<file path="config.mk">
export PLATFORM = sky130hd
export DESIGN_NAME = mux_nx1_reg_flat
export DESIGN_NICKNAME = d
export VERILOG_FILES = /design/src/rtl/mux_nx1_reg_if.sv /design/src/rtl/mux_nx1_reg.sv /design/src/flat_wrapper.sv
export SDC_FILE = /design/constraint.sdc
export NUM_CORES = 1
export LEC_CHECK = 0
export CAP_MARGIN = 0
export CORE_UTILIZATION = 38
export CTS_CLUSTER_DIAMETER = 120
export DETAILED_ROUTE_END_ITERATION = 8
export HOLD_SLACK_MARGIN = 0.06
export PLACE_DENSITY = 0.78
export SYNTH_ARGS = -nofsm -noshare
export SYNTH_HDL_FRONTEND = slang
export SYNTH_SLANG_ARGS = --single-unit
</file>
<file path="constraint.sdc">
create_clock -name clk -period 4.69 [get_ports clk]
set_input_delay 1.407 -clock clk [delete_from_list [all_inputs] [get_ports clk]]
set_output_delay 1.407 -clock clk [all_outputs]
set_load 0.01 [all_outputs]
</file>
<file path="src/rtl/mux_nx1_reg_if.sv">
// Bus bundle for mux_nx1_reg: N producer channels in, one consumer stream out.
//   in_data   : packed channel data, channel i at [i*WIDTH +: WIDTH]
//   in_valid  : per-channel valid
//   in_ready  : per-channel ready, driven by the selector
//   sel, mode : manual channel select / 0 = manual, 1 = round-robin
//   out_data  : registered selected word
//   out_ch    : channel index of out_data
//   out_valid : output word valid
//   out_ready : consumer ready
// master = producers + consumer side, slave = the selector.
interface mux_nx1_reg_if #(
    parameter int WIDTH = 8,
    parameter int N     = 4
);
    localparam int SELW = $clog2(N);

    logic [N*WIDTH-1:0] in_data;
    logic [N-1:0]       in_valid;
    logic [N-1:0]       in_ready;
    logic [SELW-1:0]    sel;
    logic               mode;
    logic [WIDTH-1:0]   out_data;
    logic [SELW-1:0]    out_ch;
    logic               out_valid;
    logic               out_ready;

    modport master (
        output in_data, in_valid, sel, mode, out_ready,
        input  in_ready, out_data, out_ch, out_valid
    );

    modport slave (
        input  in_data, in_valid, sel, mode, out_ready,
        output in_ready, out_data, out_ch, out_valid
    );
endinterface

</file>
<file path="src/rtl/mux_nx1_reg.sv">
// N:1 data selector with a single registered output slot and valid/ready on
// every channel. Manual mode follows bus.sel; round-robin mode grants the first
// valid channel at or after the rotating pointer.
//   clk : system clock, rising edge
//   rst : synchronous active-high reset
//   bus : mux_nx1_reg_if slave modport (see interface header)
module mux_nx1_reg #(
    parameter  int WIDTH = 8,
    parameter  int N     = 4,
    localparam int SELW  = $clog2(N)
) (
    input  logic          clk,
    input  logic          rst,
    mux_nx1_reg_if.slave  bus
);

    logic [WIDTH-1:0] r_out_data;
    logic [SELW-1:0]  r_out_ch;
    logic             r_out_valid;
    logic [SELW-1:0]  r_ptr;

    logic             w_slot_free;
    logic [2*N-1:0]   w_valid_rot;
    logic [SELW-1:0]  w_off;
    logic [SELW:0]    w_sum;
    logic [SELW-1:0]  w_grant;
    logic             w_any;
    logic [N-1:0]     w_ready;
    logic             w_xfer;
    logic [SELW-1:0]  w_xfer_ch;
    logic [WIDTH-1:0] w_xfer_data;
    logic [SELW-1:0]  w_ptr_next;

    assign w_slot_free = !r_out_valid || bus.out_ready;

    // Rotate the valid vector so the pointer channel lands at bit 0; the
    // lowest set bit is then the offset of the round-robin winner.
    assign w_valid_rot = {bus.in_valid, bus.in_valid} >> r_ptr;
    assign w_any       = |bus.in_valid;

    always_comb begin
        w_off = '0;
        for (int j = N - 1; j >= 0; j--) begin
            if (w_valid_rot[j]) begin
                w_off = SELW'(j);
            end
        end
    end

    always_comb begin
        w_sum = {1'b0, r_ptr} + {1'b0, w_off};
        if (w_sum >= (SELW+1)'(N)) begin
            w_sum = w_sum - (SELW+1)'(N);
        end
        w_grant = w_sum[SELW-1:0];
    end

    // Manual mode matches sel against each index, so an out-of-range sel
    // simply selects nothing.
    always_comb begin
        w_ready = '0;
        if (!rst && w_slot_free) begin
            if (bus.mode) begin
                if (w_any) begin
                    w_ready[w_grant] = 1'b1;
                end
            end else begin
                for (int i = 0; i < N; i++) begin
                    if (bus.sel == SELW'(i)) begin
                        w_ready[i] = 1'b1;
                    end
                end
            end
        end
    end

    always_comb begin
        w_xfer      = 1'b0;
        w_xfer_ch   = '0;
        w_xfer_data = '0;
        for (int i = 0; i < N; i++) begin
            if (bus.in_valid[i] && w_ready[i]) begin
                w_xfer      = 1'b1;
                w_xfer_ch   = SELW'(i);
                w_xfer_data = bus.in_data[i*WIDTH +: WIDTH];
            end
        end
    end

    assign w_ptr_next = (w_grant == SELW'(N - 1)) ? '0 : w_grant + SELW'(1);

    always_ff @(posedge clk) begin
        if (rst) begin
            r_out_valid <= 1'b0;
            r_out_data  <= '0;
            r_out_ch    <= '0;
            r_ptr       <= '0;
        end else begin
            if (w_xfer) begin
                r_out_valid <= 1'b1;
                r_out_data  <= w_xfer_data;
                r_out_ch    <= w_xfer_ch;
                if (bus.mode) begin
                    r_ptr <= w_ptr_next;
                end
            end else if (r_out_valid && bus.out_ready) begin
                r_out_valid <= 1'b0;
            end
        end
    end

    assign bus.in_ready  = w_ready;
    assign bus.out_data  = r_out_data;
    assign bus.out_ch    = r_out_ch;
    assign bus.out_valid = r_out_valid;

endmodule
</file>
<file path="src/flat_wrapper.sv">
// flat-port wrapper written by rule: the top's interface ports become plain ports
module mux_nx1_reg_flat 
#(
    parameter  int WIDTH = 8,
    parameter  int N     = 4,
    localparam int SELW  = $clog2(N)
)
  (clk, rst, bus_in_data, bus_in_valid, bus_sel, bus_mode, bus_out_ready, bus_in_ready, bus_out_data, bus_out_ch, bus_out_valid);
  mux_nx1_reg_if #(.WIDTH(WIDTH), .N(N)) bus_i ();
  input  logic clk;
  input  logic rst;
  input wire logic [$bits(bus_i.in_data)-1:0] bus_in_data;
  input wire logic [$bits(bus_i.in_valid)-1:0] bus_in_valid;
  input wire logic [$bits(bus_i.sel)-1:0] bus_sel;
  input wire logic [$bits(bus_i.mode)-1:0] bus_mode;
  input wire logic [$bits(bus_i.out_ready)-1:0] bus_out_ready;
  output wire logic [$bits(bus_i.in_ready)-1:0] bus_in_ready;
  output wire logic [$bits(bus_i.out_data)-1:0] bus_out_data;
  output wire logic [$bits(bus_i.out_ch)-1:0] bus_out_ch;
  output wire logic [$bits(bus_i.out_valid)-1:0] bus_out_valid;
  assign bus_i.in_data = bus_in_data;
  assign bus_i.in_valid = bus_in_valid;
  assign bus_i.sel = bus_sel;
  assign bus_i.mode = bus_mode;
  assign bus_i.out_ready = bus_out_ready;
  assign bus_in_ready = bus_i.in_ready;
  assign bus_out_data = bus_i.out_data;
  assign bus_out_ch = bus_i.out_ch;
  assign bus_out_valid = bus_i.out_valid;
  mux_nx1_reg #(.WIDTH(WIDTH), .N(N)) u_core (.clk(clk), .rst(rst), .bus(bus_i));
endmodule
</file>
==> results.py, run 1 <==
metrics = {
    "sta": {
        "max_freq_mhz": 206.2,
        "post-route-period-util_pct": 103.4,
        "clock_skew_ns": 0.005057,
        "fin_ws_ns": -0.1589,
        "slew_headroom_pct": 32.41,
        "final.min_clock_period_ns": 4.849,
        "hold_ws_ns": 0.4653,
        "tightest_slew_ns": 1.006,
        "setup_tns_ns": -0.1589,
        "setup_viol": 1,
        "slew_viol_final": 0,
        "rsz0062_at_grt": "true",
        "hold_viol": 0,
    },
    "worst_setup_path": {
        "r2r_end": "u_core.r_ptr[0]$_SDFFE_PP0P_",
        "start_kind": "input pin",
        "arrival_ns": 3.44,
        "crit_type": "in2out",
        "r2r-start": "u_core.r_ptr[1]$_SDFFE_PP0P_",
        "worstPathRequired_ns": 3.28,
        "cp_max_fo": 3,
        "rr_worst_depth": 15,
        "r2r_setup_slack_ns": 1.44,
        "startpoint": "bus_in_valid[1]",
        "cp-end-kind": "primary output",
    },
    "synth": {
        "synth_fa_ha_area_share_pct": 1.934,
        "synthMuxAreaShare_pct": 0,
        "syn_nets": 222,
        "netlist_instances": 178,
        "async_reset_ff_share_pct": 0,
        "synthXorXnorAreaFrac_pct": 1.354,
        "yosys.area.top_type": "dfxtp_1",
        "synth-compound-area-share_pct": 39.94,
        "synth-simple-area-share_pct": 29.59,
        "yosys_warnings": 0,
        "synth_edf_count": 0,
        "syn_avg_cell_area_sq_um": 7.268,
        "synth_area_sq_mm": 0.001294,
        "synth_cell_types": 50,
        "ys.flop_type": "dfxtp_1",
        "synth_top_family_by_area": "compound AO/OA/AOI/OAI gates",
        "ys_ff_latch": 13,
        "yosys.area.top_type_share_pct": 20.12,
        "synth_area_leaders": "dfxtp_1 (20%), nand2_1 (6.4%), o211ai_1 (6.4%)",
        "synth-seq-area-share_pct": 20.12,
    },
    "floorplan": {
        "core_area_sq_mm": 0.003153,
        "die-area_sq_mm": 0.003642,
        "die_h_um": 60.35,
        "chipWidth_um": 60.35,
        "ios": 57,
        "num_rows": 20,
        "start_util_pct": 41.03,
    },
    "clock_network": {
        "cts_hold_buf": 0,
        "clkTransAtPathRegs_ns": 0.09,
        "numCtsBuffers": 3,
        "cts_buffer_depth": 2,
        "clkLatencyLatePin_ns": 0.28,
        "htree_levels": 1,
        "cts.sinks": 13,
        "root_buffer": "clkbuf_4",
        "cts_tree": "built",
    },
    "detailed_routing": {
        "viasPerCell": 5.762,
        "wire_per_inst_um": 15.78,
        "wl_um": 4780,
        "dr.pass1.iters": 4,
        "drc_errors": 0,
        "vias": 1746,
        "drtIter0Drc": 112,
        "ant_nets": 0,
    },
    "power_and_ir_drop": {
        "static-leakage-power_nw": 0.9113,
        "combPwrFrac_pct": 70.6,
        "power_mw": 0.8951,
        "switchingPower_mw": 0.3760,
        "power_frac_seq_pct": 21.6,
        "ir_drop_mv": 0.2810,
        "power.density_mw_per_mm2": 394.2,
        "p_clk_share_pct": 7.9,
        "p_int_mw": 0.5192,
        "swShare_pct": 42.00,
    },
    "cells_and_area": {
        "layoutNonFillerInstCount": 303,
        "diodes": 0,
        "layout_common_cells": "clkdlybuf4s50_1 (48), buf_4 (31), nand2_1 (20), dfxtp_1 (13)",
        "mostFrequentLayoutCell": "clkdlybuf4s50_1",
        "fillers": 249,
        "syn_to_final_growth_pct": 75.53,
        "final_nets": 304,
        "multi_input_area_sq_mm": 0.001084,
        "drive_gt1_share_pct": 27.41,
        "regArea_sq_um": 260.3,
    },
    "grt": {
        "grt_max_degree": 17,
        "antenna_found_initial": 0,
        "grt_pass1_vias": 1615,
        "grt_pass1_wl_um": 7051,
        "grt_overflow": 0,
        "gr-usage-all-layers_pct": 25.88,
    },
    "placement": {
        "dp.cells": 292,
        "gp_congestion": 0.9643,
        "io_buffers": 56,
        "dp_slack_ns": -0.9870,
        "dp_hpwl_um": 3430,
    },
    "min_path": {
        "hp-class": "reg2reg",
        "worstHoldStart": "u_core.bus.out_ch[1]$_SDFFE_PP0P_",
        "holdPathStages": 2,
        "min_delay_worst_endpoint": "u_core.bus.out_ch[1]$_SDFFE_PP0P_",
    },
    "outcome": {
        "outcome": "finished, violations left",
        "violations": "negative setup slack",
    },
    "flow_run": {
        "cap_viol_max_count": 0,
    },
}
==> flip-flops by register name (all words and copies together) (netlist names) <==
signal	count
u_core.bus.out_data	8
u_core.bus.out_ch	2
u_core.r_ptr	2
u_core.bus.out_valid	1
==> kinds of logic (layout without fill, tap and decap cells) <==
| logic type | Yosys count | count (layout) |
|---|---|---|
| AOI/OAI and AO/OA | 67 | 67 |
| xor gates and xnor gates | 2 | 2 |
| adders and majority gates | 2 | 2 |
| buffers and inverters | 23 | 104 |
| DFF | 13 | 13 |
| and+or+nand+nor | 71 | 71 |
==> how the worst max path moves through the flow <==
stage                            endpoint  slack, ns  cells past startpoint
after floorplan           bus_in_ready[3]       0.02                     12
after global placement    bus_in_ready[3]      -0.89                     12
after detailed placement  bus_in_ready[3]      -0.99                     12
after CTS                 bus_in_ready[3]      -0.15                     13
after global routing      bus_in_ready[3]      -0.24                     15
final                     bus_in_ready[3]      -0.16                     15
==> cell type report <==
class	instances	area share [%]
clock buffer	3	0.9917
multi-input combinational	142	47.71
clock inverter	1	0.2204
inverter	13	2.149
sequential	13	11.46
tap	44	2.424
timing repair buffer	87	35.04
==> per-stage QoR <==
step	instance area, sq um	util (%)
finish	2271	72.02
floorplan	1339	-
global route	2271	72.02
CTS	2241	71.07
global placement	2091	66.31
detailed placement	2091	66.31
==> per-layer routing <==
metal	up-vias	wire, um	part of all wire (%)	track usage [%]
met5	-	0	0	0
met2	78	2345	49	42.86
met4	0	61	1.3	9.967
li1	863	-	-	-
met3	7	321	6.7	4.691
met1	798	2051	43	33.29
==> worst max-delay path, stage by stage <==
cell and delay (ns):
buf_8 0.10, buf_4 0.14, nand2_2 0.06, o22ai_2 0.07, o21ai_2 0.20, nand3_4 0.09, ha_4 0.21, xnor2_4 0.22
nor3_4 0.06, nor2_2 0.14, inv_2 0.07, ha_4 0.15, a32o_2 0.24, and2_4 0.16, buf_6 0.11
==> synthesized netlist by cell type (2+ instances only) <==
cell type   n
inv_2       2
clkbuf_1    5
and2_1      2
a31oi_1     9
dfxtp_1    13
or2_1       2
nor2b_1     6
o211ai_1   11
a22oi_1     8
inv_1      11
nand3_1     4
and3_1      4
a32oi_1     9
nor2_1     10
nor3_1      4
nand4_1     3
o2111ai_1   2
a22o_1      8
a32o_1      2
nand2_1    22
buf_2       4
or4_1       2
a21oi_1     5
ha_1        2
a31o_1      3
==> power groups by stage <==
| stage | Combinational (mW) | Clock (mW) | Sequential, mW |
|---|---|---|---|
| after global routing | 0.687 | 0.0771 | 0.200 |
| after global placement | 0.508 | 0 | 0.189 |
| after floorplan | 0.295 | 0 | 0.183 |
| final | 0.632 | 0.0704 | 0.193 |
| after detailed placement | 0.518 | 0 | 0.188 |
| after CTS | 0.636 | 0.0742 | 0.187 |
==> what timing repair did <==
action | CTS | global route
setup buffers | 10 | 2
setup endpoints to repair | 4 | 4
gates resized for setup | 54 | 14
pin swaps | 10 | 8
(Power assumes the default switching activity.)
==> run 2, diff against run 1 <==
--- a/config.mk
+++ b/config.mk
@@ -10,7 +10,7 @@
 export CTS_CLUSTER_DIAMETER = 120
 export DETAILED_ROUTE_END_ITERATION = 8
 export HOLD_SLACK_MARGIN = 0.06
-export PLACE_DENSITY = 0.78
+export PLACE_DENSITY = 0.77
 export SYNTH_ARGS = -nofsm -noshare
 export SYNTH_HDL_FRONTEND = slang
 export SYNTH_SLANG_ARGS = --single-unit
==> results.py, run 2 (synthesis gave the netlist of run 1 again) <==
metrics = {
    "outcome": {
        "outcome": "finished, violations left",
        "violations": "negative setup slack",
    },
    "grt": {
        "gr-usage-all-layers_pct": 27.67,
        "grt_pass1_vias": 1726,
        "grt_max_degree": 17,
        "grt_pass1_wl_um": 7590,
        "grt_overflow": 0,
        "antenna_found_initial": 0,
    },
    "sta": {
        "hold_viol": 0,
        "max_freq_mhz": 206.3,
        "tightest_slew_ns": 0.7027,
        "clock_skew_ns": 0.002322,
        "slew_viol_final": 0,
        "slew_headroom_pct": 53.09,
        "fin_ws_ns": -0.1585,
        "setup_viol": 2,
        "final.min_clock_period_ns": 4.848,
        "rsz0062_at_grt": "true",
        "post-route-period-util_pct": 103.4,
    },
    "floorplan": {
        "chipWidth_um": 60.35,
        "start_util_pct": 41.03,
        "ios": 57,
        "die_h_um": 60.35,
        "die-area_sq_mm": 0.003642,
        "num_rows": 20,
        "core_area_sq_mm": 0.003153,
    },
    "detailed_routing": {
        "viasPerCell": 5.987,
        "drc_errors": 0,
        "wl_um": 5123,
        "vias": 1850,
        "dr.pass1.iters": 4,
        "wire_per_inst_um": 16.58,
        "drtIter0Drc": 154,
        "ant_nets": 0,
    },
    "cells_and_area": {
        "largest_reg_flops": 8,
        "fillers": 237,
        "final_nets": 310,
        "drive_gt1_share_pct": 27.92,
        "diodes": 0,
        "syn_to_final_growth_pct": 79.79,
        "fin_area_sq_mm": 0.002326,
        "layoutNonFillerInstCount": 309,
        "layout_common_cells": "clkdlybuf4s50_1 (48), buf_4 (33), nand2_1 (22), dfxtp_1 (13), o211ai_1 (11)",
        "mostFrequentLayoutCell": "clkdlybuf4s50_1",
    },
    "worst_setup_path": {
        "crit_path_cell_trace": "buf_8 > buf_4 > nand3_4 > o311ai_4 > o21ai_2 > nand3_4 > ha_4 > xnor2_4 > nor3_2 > nor2_2 > inv_2 > ha_4 > a32o_2 > and2_4 > buf_6",
        "cpMaxStageDelayCell": "a32o_2",
        "r2r-start": "u_core.r_ptr[0]$_SDFFE_PP0P_",
        "start_kind": "input pin",
        "cp-end-kind": "primary output",
        "r2r_end": "u_core.r_ptr[1]$_SDFFE_PP0P_",
        "cp_max_fo": 4,
        "crit_type": "in2out",
        "worstPathRequired_ns": 3.28,
        "r2r_setup_slack_ns": 1.26,
        "rr_worst_depth": 16,
        "endpoint": "bus_in_ready[3]",
        "arrival_ns": 3.44,
        "max_stage_delay_ns": 0.25,
        "startpoint": "bus_in_valid[0]",
    },
    "clock_network": {
        "numCtsBuffers": 3,
        "clkTransAtPathRegs_ns": 0.08,
        "clkLatencyLatePin_ns": 0.28,
        "cts_buffer_depth": 2,
        "cts_hold_buf": 0,
        "htree_levels": 1,
        "cts.sinks": 13,
        "root_buffer": "clkbuf_4",
        "cts_tree": "built",
    },
    "placement": {
        "gp_congestion": 0.9519,
        "place_area_sq_mm": 0.002106,
        "dp.cells": 294,
        "dp_hpwl_um": 3537,
        "io_buffers": 56,
    },
    "power_and_ir_drop": {
        "switchingPower_mw": 0.4029,
        "power_frac_seq_pct": 21.1,
        "ir_drop_mv": 0.2587,
        "p_int_mw": 0.5576,
        "swShare_pct": 41.95,
        "static-leakage-power_nw": 0.9411,
        "p_clk_share_pct": 7.5,
        "combPwrFrac_pct": 71.4,
        "power.density_mw_per_mm2": 412.9,
    },
    "min_path": {
        "hp-class": "reg2reg",
    },
    "flow_run": {
        "cap_viol_max_count": 0,
    },
}
## run 2: layout make-up
| type | count | area, sq um | area share [%] |
|---|---|---|---|
| multi-input combinational | 142 | 1084 | 46.58 |
| timing repair buffer | 93 | 852.1 | 36.63 |
| clock buffer | 4 | 26.28 | 1.130 |
| tap | 44 | 55.05 | 2.367 |
| inverter | 13 | 48.80 | 2.098 |
| sequential | 13 | 260.3 | 11.19 |
## run 2: timing repair
item	in CTS	in global routing
pin swaps	9	8
setup buffers	6	6
setup endpoints to repair	4	4
resized for setup	50	15
## run 2: critical path, delay by kind of cell
family                   cells  cell delay (ns)
XOR/XNOR                     1             0.19
AND/OR/NAND/NOR              5             0.56
adder cells (fa/ha/maj)      2             0.37
buffers and inverters        4             0.43
AO/OA/AOI/OAI                3             0.49
## run 2: power by group through the flow
stage	Combinational (mW)	Sequential, mW	Clock (mW)
finish	0.686	0.202	0.0721
global route	0.743	0.208	0.0787
CTS	0.617	0.190	0.0736
detailed placement	0.534	0.192	0
global placement	0.523	0.188	0
floorplan	0.295	0.183	0
## run 2: worst min path at each step
stage	cells past startpoint	from	slack, ns	end
after floorplan	2	u_core.bus.out_ch[1]$_SDFFE_PP0P_	0.47	u_core.bus.out_ch[1]$_SDFFE_PP0P_
after global placement	2	u_core.bus.out_ch[1]$_SDFFE_PP0P_	0.45	u_core.bus.out_ch[1]$_SDFFE_PP0P_
after detailed placement	2	u_core.bus.out_ch[1]$_SDFFE_PP0P_	0.47	u_core.bus.out_ch[1]$_SDFFE_PP0P_
after CTS	2	u_core.bus.out_ch[1]$_SDFFE_PP0P_	0.49	u_core.bus.out_ch[1]$_SDFFE_PP0P_
after global routing	2	u_core.bus.out_ch[1]$_SDFFE_PP0P_	0.51	u_core.bus.out_ch[1]$_SDFFE_PP0P_
final	2	u_core.bus.out_ch[1]$_SDFFE_PP0P_	0.49	u_core.bus.out_ch[1]$_SDFFE_PP0P_
## run 2: routing by layer
layer  GRT usage (%)  share of wire, %  wire, um  vias up
met5               0                 0         0        -
met4           8.638               1.2        62        0
met3           4.904               7.6       391       10
met2           46.00                50      2556       99
met1           36.32                41      2112      872
li1                -                 -         -      869
## run 2: metrics by stage
step	hold WS, ns	util [%]	setup slack (ns)	total power, mW	setup TNS [ns]
3_5_place_dp	0.4662	66.79	-0.9819	0.7257	-3.449
4_1_cts	0.4858	70.20	-0.1727	0.8814	-0.2679
2_1_floorplan	0.4745	-	0.01834	0.4784	0
6_report	0.4899	73.77	-0.1585	0.9605	-0.1972
5_1_grt	0.5147	73.77	-0.2297	1.030	-0.4175
3_3_place_gp	0.4524	66.79	-0.8101	0.7106	-2.868
==> run 3, diff against run 2 <==
==> constraint.sdc (replaced) <==
create_clock -name clk -period 4.69 [get_ports clk]
set_input_delay 1.407 -clock clk [delete_from_list [all_inputs] [get_ports clk]]
set_output_delay 1.407 -clock clk [all_outputs]
set_load 0.05 [all_outputs]
==> results.py, run 3 (synthesis gave the netlist of run 1 again) <==
metrics = {
    "sta": {
        "fin_ws_ns": -0.2125,
        "final.min_clock_period_ns": 4.903,
        "rsz0062_at_grt": "true",
        "slew_headroom_pct": 25.10,
        "hold_ws_ns": 0.4710,
        "post-route-period-util_pct": 104.5,
        "clock_skew_ns": 0.005756,
        "hold_viol": 0,
        "max_freq_mhz": 204.0,
        "slew_viol_final": 0,
        "tightest_slew_ns": 1.115,
        "setup_viol": 3,
    },
    "detailed_routing": {
        "dr.pass1.iters": 6,
        "viasPerCell": 6.266,
        "ant_nets": 0,
        "drc_errors": 0,
        "drtIter0Drc": 270,
        "vias": 1905,
        "wire_per_inst_um": 17.95,
        "wl_um": 5458,
    },
    "worst_setup_path": {
        "cp_max_fo": 6,
        "endpoint": "bus_in_ready[3]",
        "arrival_ns": 3.50,
        "r2r-start": "u_core.r_ptr[1]$_SDFFE_PP0P_",
        "max_stage_delay_ns": 0.52,
        "r2r_end": "u_core.r_ptr[1]$_SDFFE_PP0P_",
        "r2r_setup_slack_ns": 1.26,
        "cp-end-kind": "primary output",
        "crit_path_cell_trace": "buf_8 > or4_4 > nand3_4 > ha_4 > xor2_4 > a21oi_2 > nor2_2 > inv_2 > ha_4 > a32o_2 > and2_4 > buf_8",
        "crit_type": "in2out",
        "worstPathRequired_ns": 3.28,
        "startpoint": "bus_in_valid[0]",
        "rr_worst_depth": 15,
        "cpMaxStageDelayCell": "or4_4",
        "start_kind": "input pin",
    },
    "floorplan": {
        "chipWidth_um": 60.35,
        "die_h_um": 60.35,
        "core_area_sq_mm": 0.003153,
        "start_util_pct": 41.03,
        "ios": 57,
        "die-area_sq_mm": 0.003642,
        "num_rows": 20,
    },
    "grt": {
        "grtUsageMet1_pct": 38.99,
        "top_usage_layer": "met2",
        "gr-usage-all-layers_pct": 28.99,
        "met3_usage_pct": 5.757,
        "grt_overflow": 0,
        "grt_pass1_vias": 1738,
        "antenna_found_initial": 0,
        "grt_pass1_wl_um": 7955,
        "grt_max_degree": 17,
        "grt_use_met2_pct": 48.51,
    },
    "cells_and_area": {
        "drive_gt1_share_pct": 28.85,
        "final_nets": 305,
        "syn_to_final_growth_pct": 82.40,
        "layoutNonFillerInstCount": 304,
        "mostFrequentLayoutCell": "clkdlybuf4s50_1",
        "layout_common_cells": "clkdlybuf4s50_1 (48), buf_4 (29), nand2_1 (20), dfxtp_1 (13), o211ai_1 (11)",
        "diodes": 0,
        "largest_reg_flops": 8,
        "fillers": 243,
    },
    "clock_network": {
        "cts_tree": "built",
        "numCtsBuffers": 3,
        "clkTransAtPathRegs_ns": 0.09,
        "htree_levels": 1,
        "root_buffer": "clkbuf_4",
        "cts_buffer_depth": 2,
        "cts.sinks": 13,
        "clkLatencyLatePin_ns": 0.29,
    },
    "placement": {
        "dp_slack_ns": -0.6445,
        "gp_congestion": 0.9168,
        "io_buffers": 56,
        "dp_hpwl_um": 3646,
        "dp.cells": 291,
    },
    "power_and_ir_drop": {
        "ir_drop_mv": 0.2741,
        "power_mw": 1.142,
        "power.density_mw_per_mm2": 483.7,
        "static-leakage-power_nw": 0.9282,
    },
    "outcome": {
        "outcome": "finished, violations left",
        "violations": "negative setup slack",
    },
    "flow_run": {
        "cap_viol_max_count": 0,
    },
    "min_path": {
        "hp-class": "reg2reg",
    },
}
## run 3: cell type report
type                            instances  area (sq um)  area share, %
Multi-Input combinational cell        142          1124          47.61
Timing Repair Buffer                   88         844.6          35.79
Sequential cell                        13         260.3          11.03
Tap cell                               44         55.05          2.333
Inverter                               13         48.80          2.068
Clock buffer                            3         22.52         0.9544
Clock inverter                          1         5.005         0.2121
## run 3: power by group
part	total [mW]	switching (mW)	leakage, nW	internal, mW
Sequential	0.204	0.0561	0.107	0.148
Combinational	0.861	0.453	0.803	0.408
Clock	0.0769	0.0452	0.0177	0.0317
## run 3: routing by layer
| layer | vias to the layer above | share of wire (%) | wire, um |
|---|---|---|---|
| li1 | 865 | - | - |
| met1 | 894 | 41 | 2212 |
| met2 | 120 | 49 | 2651 |
| met3 | 26 | 8.0 | 438 |
| met4 | 0 | 2.9 | 157 |
| met5 | - | 0 | 0 |
## run 3: critical path: cells and delay by family
kind,cells,cell delay (ns)
compound gates,2,0.33
xor+xnor,1,0.18
fa+ha+maj,2,0.35
buf+inv,3,0.31
simple gates,4,0.90
## run 3: worst min-delay path by stage
stage,start,end,slack (ns),cells past startpoint
detailed placement,u_core.bus.out_ch[1]$_SDFFE_PP0P_,u_core.bus.out_ch[1]$_SDFFE_PP0P_,0.47,2
CTS,u_core.bus.out_ch[1]$_SDFFE_PP0P_,u_core.bus.out_ch[1]$_SDFFE_PP0P_,0.48,2
global placement,u_core.bus.out_ch[1]$_SDFFE_PP0P_,u_core.bus.out_ch[1]$_SDFFE_PP0P_,0.45,2
global route,u_core.bus.out_ch[1]$_SDFFE_PP0P_,u_core.bus.out_ch[1]$_SDFFE_PP0P_,0.50,2
floorplan,u_core.r_ptr[1]$_SDFFE_PP0P_,u_core.r_ptr[1]$_SDFFE_PP0P_,0.66,2
finish,u_core.bus.out_ch[1]$_SDFFE_PP0P_,u_core.bus.out_ch[1]$_SDFFE_PP0P_,0.47,2
## run 3: stage by stage
stage / cell area (sq um) / TNS (ns) / utilization [%]
after detailed placement: 2137 / -2.115 / 67.78
after global routing: 2360 / -0.8596 / 74.84
final: 2360 / -0.3616 / 74.84
after CTS: 2237 / -0.3109 / 70.95
after global placement: 2137 / -1.626 / 67.78
after floorplan: 1399 / 0 / -
## run 3: what timing repair did
item / 4_1_cts / 5_1_grt
resized for setup: 31 / 16
hold buffers: 0 / 0
cloned: 0 / 0
pin swaps: 6 / 5
buffers inserted: 4 / 5
setup endpoints to repair: 4 / 4
